### src/rtl/col_bram_pingpong_ctrl.sv
// Ping/pong column-BRAM sequencer: fill-bank writes, read sweep and bank swap.
// Define COL_BRAM_CTRL_TLAST_CHK_EN to enable the sticky s_tlast framing check.
module col_bram_pingpong_ctrl #(
  parameter int ADDR_WIDTH = 9,
  parameter int NUM_BRAM   = 8,
  parameter int NUM_COLS   = 512,
  parameter int RD_LAT     = 3
) (
  input  logic                  clk,
  input  logic                  rst,
  input  logic                  s_tvalid,
  output logic                  s_tready,
  input  logic [511:0]          s_tdata,
  input  logic                  s_tlast,
  output logic [NUM_BRAM-1:0]   bram_ena,
  output logic [NUM_BRAM-1:0]   bram_wea,
  output logic [ADDR_WIDTH-1:0] bram_addra,
  output logic [511:0]          bram_dina,
  input  logic                  rd_start,
  output logic                  rd_busy,
  output logic                  bram_enb,
  output logic [ADDR_WIDTH-1:0] bram_addrb,
  output logic                  rd_valid,
  output logic                  rd_last,
  output logic                  rd_done,
  output logic                  ping_pong_sel,
  output logic                  ping_pong_sel_d3,
  output logic                  tlast_err
);

  typedef enum logic {F_FILL, F_FULL} fill_state_t;
  typedef enum logic [1:0] {R_IDLE, R_RUN, R_DRAIN} rd_state_t;

  localparam logic [ADDR_WIDTH-1:0] LAST_COL = ADDR_WIDTH'(NUM_COLS - 1);

  fill_state_t           r_fstate, w_fstate_nxt;
  rd_state_t             r_rstate, w_rstate_nxt;
  logic [ADDR_WIDTH-1:0] r_fill_cnt;
  logic [ADDR_WIDTH-1:0] r_rd_cnt;
  logic                  r_fill_last;
  logic                  r_rd_loaded;
  logic                  r_sel;
  logic [RD_LAT-1:0]     r_sel_sr;
  logic [RD_LAT-1:0]     r_vld_sr;
  logic [RD_LAT-1:0]     r_last_sr;
  logic                  r_rd_done;
  logic                  r_wr_en;
  logic [ADDR_WIDTH-1:0] r_addra;
  logic [511:0]          r_dina;
  logic                  r_tlast_err;
  logic                  w_accept;
  logic                  w_swap;
  logic                  w_start;
  logic                  w_drain_end;
  logic                  w_col_last;

  assign w_accept    = s_tvalid && s_tready;
  assign w_swap      = (r_fstate == F_FULL) && (r_rstate == R_IDLE) && !r_rd_loaded;
  assign w_start     = rd_start && (r_rstate == R_IDLE) && r_rd_loaded;
  // The last column leaving the read pipe marks the end of the drain window.
  assign w_drain_end = (r_rstate == R_DRAIN) && r_last_sr[RD_LAT-1];
  assign w_col_last  = bram_enb && (r_rd_cnt == LAST_COL);

  always_ff @(posedge clk or posedge rst) begin
    if (rst) begin
      r_fstate <= F_FILL;
      r_rstate <= R_IDLE;
    end else begin
      r_fstate <= w_fstate_nxt;
      r_rstate <= w_rstate_nxt;
    end
  end

  // Full is entered one edge after the last beat so its write lands on the old bank.
  always_comb begin
    w_fstate_nxt = r_fstate;
    s_tready     = 1'b0;
    case (r_fstate)
      F_FILL: begin
        s_tready = !r_fill_last;
        if (r_fill_last) w_fstate_nxt = F_FULL;
      end
      F_FULL: begin
        if (w_swap) w_fstate_nxt = F_FILL;
      end
      default: w_fstate_nxt = F_FILL;
    endcase
  end

  always_comb begin
    w_rstate_nxt = r_rstate;
    bram_enb     = 1'b0;
    rd_busy      = 1'b0;
    case (r_rstate)
      R_IDLE: begin
        if (w_start) w_rstate_nxt = R_RUN;
      end
      R_RUN: begin
        bram_enb = 1'b1;
        rd_busy  = 1'b1;
        if (r_rd_cnt == LAST_COL) w_rstate_nxt = R_DRAIN;
      end
      R_DRAIN: begin
        rd_busy = 1'b1;
        if (w_drain_end) w_rstate_nxt = R_IDLE;
      end
      default: w_rstate_nxt = R_IDLE;
    endcase
  end

  always_ff @(posedge clk or posedge rst) begin
    if (rst) begin
      r_fill_cnt  <= '0;
      r_fill_last <= 1'b0;
      r_wr_en     <= 1'b0;
      r_addra     <= '0;
      r_dina      <= '0;
    end else begin
      r_wr_en <= w_accept;
      if (w_accept) begin
        r_addra <= r_fill_cnt;
        r_dina  <= s_tdata;
      end
      if (w_swap) begin
        r_fill_cnt  <= '0;
        r_fill_last <= 1'b0;
      end else if (w_accept) begin
        if (r_fill_cnt == LAST_COL) r_fill_last <= 1'b1;
        else                        r_fill_cnt  <= r_fill_cnt + ADDR_WIDTH'(1);
      end
    end
  end

  always_ff @(posedge clk or posedge rst) begin
    if (rst) begin
      r_rd_cnt    <= '0;
      r_rd_loaded <= 1'b0;
      r_rd_done   <= 1'b0;
      r_vld_sr    <= '0;
      r_last_sr   <= '0;
      r_sel       <= 1'b0;
      r_sel_sr    <= '0;
    end else begin
      if (w_start) r_rd_cnt <= '0;
      else if (bram_enb && (r_rd_cnt != LAST_COL)) r_rd_cnt <= r_rd_cnt + ADDR_WIDTH'(1);
      if (w_swap)           r_rd_loaded <= 1'b1;
      else if (w_drain_end) r_rd_loaded <= 1'b0;
      if (w_swap) r_sel <= ~r_sel;
      r_rd_done <= w_drain_end;
      r_vld_sr  <= (r_vld_sr << 1) | RD_LAT'(bram_enb);
      r_last_sr <= (r_last_sr << 1) | RD_LAT'(w_col_last);
      r_sel_sr  <= (r_sel_sr << 1) | RD_LAT'(r_sel);
    end
  end

`ifdef COL_BRAM_CTRL_TLAST_CHK_EN
  always_ff @(posedge clk or posedge rst) begin
    if (rst) r_tlast_err <= 1'b0;
    else if (w_accept && (s_tlast != (r_fill_cnt == LAST_COL))) r_tlast_err <= 1'b1;
  end
`else
  logic w_unused_tlast;
  assign w_unused_tlast = s_tlast;
  assign r_tlast_err    = 1'b0;
`endif

  assign bram_ena         = {NUM_BRAM{r_wr_en}};
  assign bram_wea         = {NUM_BRAM{r_wr_en}};
  assign bram_addra       = r_addra;
  assign bram_dina        = r_dina;
  assign bram_addrb       = r_rd_cnt;
  assign rd_valid         = r_vld_sr[RD_LAT-1];
  assign rd_last          = r_last_sr[RD_LAT-1];
  assign rd_done          = r_rd_done;
  assign ping_pong_sel    = r_sel;
  assign ping_pong_sel_d3 = r_sel_sr[RD_LAT-1];
  assign tlast_err        = r_tlast_err;

endmodule

### config.mk
export PLATFORM = sky130hd
export DESIGN_NAME = col_bram_pingpong_ctrl
export DESIGN_NICKNAME = d
export VERILOG_FILES = /design/src/rtl/col_bram_pingpong_ctrl.sv
export SDC_FILE = /design/constraint.sdc
export NUM_CORES = 1
export LEC_CHECK = 0
export BUFFER_PORTS_ARGS = -buffer_cell sky130_fd_sc_hd__buf_2
export CAP_MARGIN = 20
export CORE_AREA = 2 2 411 413
export CTS_CLUSTER_SIZE = 10
export DETAILED_ROUTE_END_ITERATION = 10
export DIE_AREA = 0 0 413 415
export PLACE_DENSITY_LB_ADDON = 0.12
export SYNTH_ARGS = -nofsm -noshare
export SYNTH_HDL_FRONTEND = slang
export SYNTH_SLANG_ARGS = --single-unit
### constraint.sdc
create_clock -name clk -period 23.4 [get_ports clk]
set_clock_uncertainty 0.2 [all_clocks]
set_input_delay 1.17 -clock clk [delete_from_list [all_inputs] [get_ports clk]]
set_output_delay 1.17 -clock clk [all_outputs]
set_load 0.01 [all_outputs]
---- Yosys cells after proc, flatten, opt, wreduce, memory -nomap -nowiden ----
Cells that the tools add are included.
word-level totals
  flip-flop bits (word level) ............. 556
  bits of input ports ..................... 517
  word-level logic and storage cells ...... 69
  output and inout port bits .............. 555
cells by class
  bitwise operators ....................... 5
  add/subtract/negate cells ............... 2
  reductions and logical operators ........ 19
  multiplexer cells ....................... 20
  equality and inequality tests ........... 9
operator list
  kind                                                  number
  2-to-1 mux 9 bit                                      5
  adder 9 x 1 -> 9 bit (second input constant)          2
  equality test 9 bit (second input constant)           2
  2-to-1 mux 1 bit                                      10
  inequality test 9 bit (second input constant)         1
  bitwise OR 3 x 1 -> 3 bit                             3
  logical AND 1 bit                                     8
  inequality test 2 bit (second input constant)         4
  nonzero test 2 bit                                    4
  2-to-1 mux 2 bit                                      3
  one-hot mux 2 bit (3 select lines)                    1
  AND reduction 2 bit                                   2
  AND reduction 3 bit                                   1
  equality test 2 x 1 -> 1 bit (second input constant)  1
  equality test 2 bit (second input constant)           1
  logical NOT 1 bit                                     2
  logical NOT 2 bit                                     1
  inverter 1 bit                                        2
  one-hot mux 1 bit (2 select lines)                    1
  OR reduction 2 bit                                    1

---- Depth between registers and ports, before layout ----
  word-level depth ........................ 5
  gate-level depth with buffers ........... 8
  gate-level depth less buffers ........... 7

---- Least setup slack after synthesis ----
Ideal clock, no wire load.
  path kind ............................... input-to-reg
  start ................................... input s_tvalid
  end ..................................... register r_dina[217] (netlist: bram_dina[217])
  setup slack ............................. 20.850 ns
  stages on the path ...................... 5
  setup time .............................. 0.125 ns
  buffers on the path ..................... 3
  data required time ...................... 23.075 ns
  arrival time ............................ 2.225 ns
  cell sequence ........................... nor3b_1 buf_2 buf_2 buf_2 mux2_2
between the ends
  cells in the longest elaborated chain, start to end .. 1
RTL lines
  item                  RTL line  RTL
  start, declared       11        input logic s_tvalid,
  logical AND 1 bit     57        assign w_accept = s_tvalid && s_tready;
  end signal, assigned  122       r_dina <= s_tdata;
  end, declared         49        logic [511:0] r_dina;
No other way between the ends.
A chain may end at the register's enable or synchronous reset.

---- Final worst setup path ----
  start ................................... input s_tvalid
  end ..................................... register r_dina[183] (netlist: bram_dina[183])
The elaborated chain is that of the path after synthesis.

==> results.py <==
metrics = {
    "global_routing": {
        "gr-total-overflow": 0,
        "met3_usage": 0.04892,
        "track_usage": 0.1057,
        "grt_pass1_wl_um": 128800,
        "antenna_found_initial": 66,
        "grt_use_met2": 0.2000,
        "grt_max_degree": 127,
        "grt.met1_usage": 0.09698,
        "grt_pass1_vias": 16540,
        "grt_busiest_layer": "met2",
    },
    "sta": {
        "tns_ns": 0,
        "maxSlewViolCount": 0,
        "rsz0062_at_grt": "false",
        "fin_crit_sh": 0.1791,
        "period_needed_ns": 4.190,
        "hold_viol_final": 0,
        "tightest_slew_ns": 1.030,
        "slew_headroom": 0.3136,
        "fmax_mhz": 238.7,
        "setup_violations": 0,
    },
    "pwr": {
        "finalPower_w": 0.003708,
        "p_leak_nw": 14.41,
        "switchingPower_w": 0.001217,
        "p_clk_frac": 0.328,
        "internal_power_w": 0.002491,
        "powerDensity_nw_per_um2": 118.1,
        "ir_drop_mv": 0.05327,
        "pwr-share-comb": 0.293,
        "swShare": 0.3282,
        "seqPwrFrac": 0.379,
    },
    "clock_tree": {
        "cts.clk_slew.worst_paths_ns": 0.05,
        "worstSkewPairLatency_ns": 0.66,
        "cts_setup_buffers": 0,
        "root_buffer": "clkbuf_16",
        "clk_path_buf_depth": 3,
        "clock_sinks": 556,
        "cts_made_buffers": 78,
        "cts_resized": 0,
        "cts_hold_buf": 0,
        "cts_tree": "done",
        "h-tree-depth": 3,
    },
    "floorplan": {
        "dieWidth_um": 413,
        "io_pins": 1072,
        "dieArea_sq_um": 171400,
        "start_util": 0.1251,
        "coreArea_sq_um": 166700,
        "dieHeight_um": 415,
        "rows": 150,
    },
    "route": {
        "vias_per_cell": 3.259,
        "ant_nets": 0,
        "drt-initial-drc-count": 440,
        "wirelength_um": 93960,
        "drc": 0,
        "drt-pass1-iter-count": 4,
        "wl_per_cell_um": 20.33,
        "num_vias": 15060,
    },
    "synth": {
        "synthesis.nets": 1780,
        "ys_types": 37,
        "ys_warn_count": 0,
        "yosysTopAreaCell": "dfrtp_1",
        "async_reset_ff_frac": 1.000,
        "yosys-top-cells-area": "dfrtp_1 67%, mux2_2 28%, buf_2 1.4%",
        "ys_seq_elements": 556,
        "ys_seq_area_frac": 0.6671,
        "synthCells": 1256,
        "avgSynthCellArea_sq_um": 16.61,
        "syn-cell-area_sq_um": 20860,
        "synth_edf_count": 0,
        "synth_top_area_share": 0.6671,
        "ys.flop_type": "dfrtp_1",
    },
    "job": {
        "cap_violations": 0,
    },
    "min_path": {
        "holdPathStages": 0,
        "hold_class": "reg2reg",
    },
    "critical_path": {
        "crit_path_end_kind": "register",
        "arrival_ns": 4.53,
        "r2r.worst_path.cells": 5,
        "startpoint_type": "input port",
        "timing.critical_path.required_ns": 23.74,
        "crit_type": "in2reg",
        "cp_max_fo": 126,
    },
    "placement": {
        "place_congestion": 0.7677,
        "port_buffers": 1069,
        "post-dp-hpwl_um": 74450,
    },
    "final_layout": {
        "final_cell_mix": "1069 x buf_2, 556 x dfrtp_1, 522 x mux2_2",
        "drive_above_1_share": 0.7214,
        "final_common_cell": "buf_2",
        "final_nets": 2867,
        "areaGrowthSynthToFinish_pct": 50.57,
    },
    "status": {
        "outcome": "completed",
    },
}
-- Yosys cell counts (2+ instances only) --
| cell | n |
|---|---|
| a22o_1 | 2 |
| nor2_1 | 8 |
| mux2_2 | 522 |
| or4_1 | 2 |
| buf_2 | 58 |
| clkbuf_1 | 2 |
| o41ai_1 | 2 |
| or3_1 | 5 |
| o311ai_0 | 2 |
| dfrtp_1 | 556 |
| ha_1 | 7 |
| nand2b_1 | 3 |
| o31ai_1 | 2 |
| nand3b_1 | 2 |
| a21oi_1 | 11 |
| xnor2_1 | 2 |
| nor2b_1 | 2 |
| nand3_1 | 7 |
| buf_4 | 18 |
| o21ai_0 | 8 |
| nand4_1 | 2 |
| and2_1 | 2 |
| nand4b_1 | 2 |
| nand2_1 | 9 |
| nor3_1 | 2 |
| inv_1 | 7 |
-- per-stage QoR --
step | cells | util | area (sq um) | hold WS (ns) | worst slack [ns]
finish | 4621 | 0.1884 | 31400 | 0.1470 | 19.21
global route | 4615 | 0.1883 | 31390 | 0.1518 | 19.08
CTS | 4603 | 0.1879 | 31310 | 0.1481 | 19.33
detailed placement | 4465 | 0.1721 | 28670 | 0.1364 | 18.58
global placement | 4465 | 0.1721 | 28670 | 0.1324 | 18.65
floorplan | 1256 | - | 20860 | 0.1312 | 6.483
-- flip-flops by register name (all words and copies together), names as in the netlist, 2 cells and up --
name        count
bram_addra      9
bram_addrb      9
bram_dina     512
r_fill_cnt      9
r_last_sr       3
r_rstate        2
r_sel_sr        3
r_vld_sr        3
-- kinds of logic (layout without fill, tap and decap cells) --
| family | after synthesis | after routing | synth area share |
|---|---|---|---|
| adders and majority gates | 7 | 7 | 0.004199 |
| AOI/OAI and AO/OA | 29 | 29 | 0.008639 |
| DFF | 556 | 556 | 0.6671 |
| xor gates and xnor gates | 3 | 3 | 0.001260 |
| muxes | 523 | 523 | 0.2823 |
| and+or+nand+nor | 52 | 52 | 0.01428 |
| other | 1 | 17 | 0.0001798 |
| buffers and inverters | 85 | 1230 | 0.02202 |
-- final timing paths --
check / from / endpoint / slack (ns)
setup / recovery: s_tvalid / bram_dina[183] / 19.21
hold / removal: r_last_sr[1] / r_last_sr[2] / 0.15
setup reg to reg: r_fstate / bram_dina[183] / 19.36
hold reg to reg: r_last_sr[1] / r_last_sr[2] / 0.15
max in group asynchronous: rst / bram_dina[411] / 19.62
min in group asynchronous: rst / bram_dina[264] / 0.38
-- critical path, stage by stage --
cell and delay, ns:
buf_2 0.11, nor3b_2 0.27, buf_4 0.66, buf_12 0.44, buf_4 0.91, mux2_2 0.42
-- power groups by stage --
stage               clock network (W)  registers [W]  logic (W)
floorplan                           0        0.00153   0.000460
global placement                    0        0.00142    0.00112
detailed placement                  0        0.00142    0.00112
CTS                           0.00128        0.00141    0.00112
global route                  0.00132        0.00145    0.00118
finish                        0.00122        0.00140    0.00109
-- layer usage --
metal | wire [um] | share of wire
met2 | 50720 | 0.54
met4 | 2957 | 0.031
met3 | 10450 | 0.11
met1 | 29760 | 0.32
met5 | 68 | 0.00072
-- area by class of cell --
| class | instances | area (sq um) |
|---|---|---|
| diodes | 16 | 40.04 |
| clock buffers | 117 | 2308 |
| clock inverters | 21 | 326.6 |
| fillers | 18290 | 135300 |
| inverters | 7 | 33.78 |
| multi-input cells | 615 | 6489 |
| flip-flops and latches | 556 | 13910 |
| well taps | 2204 | 2758 |
| repair buffers | 1085 | 5535 |
Power figures use the tool's default switching activity.
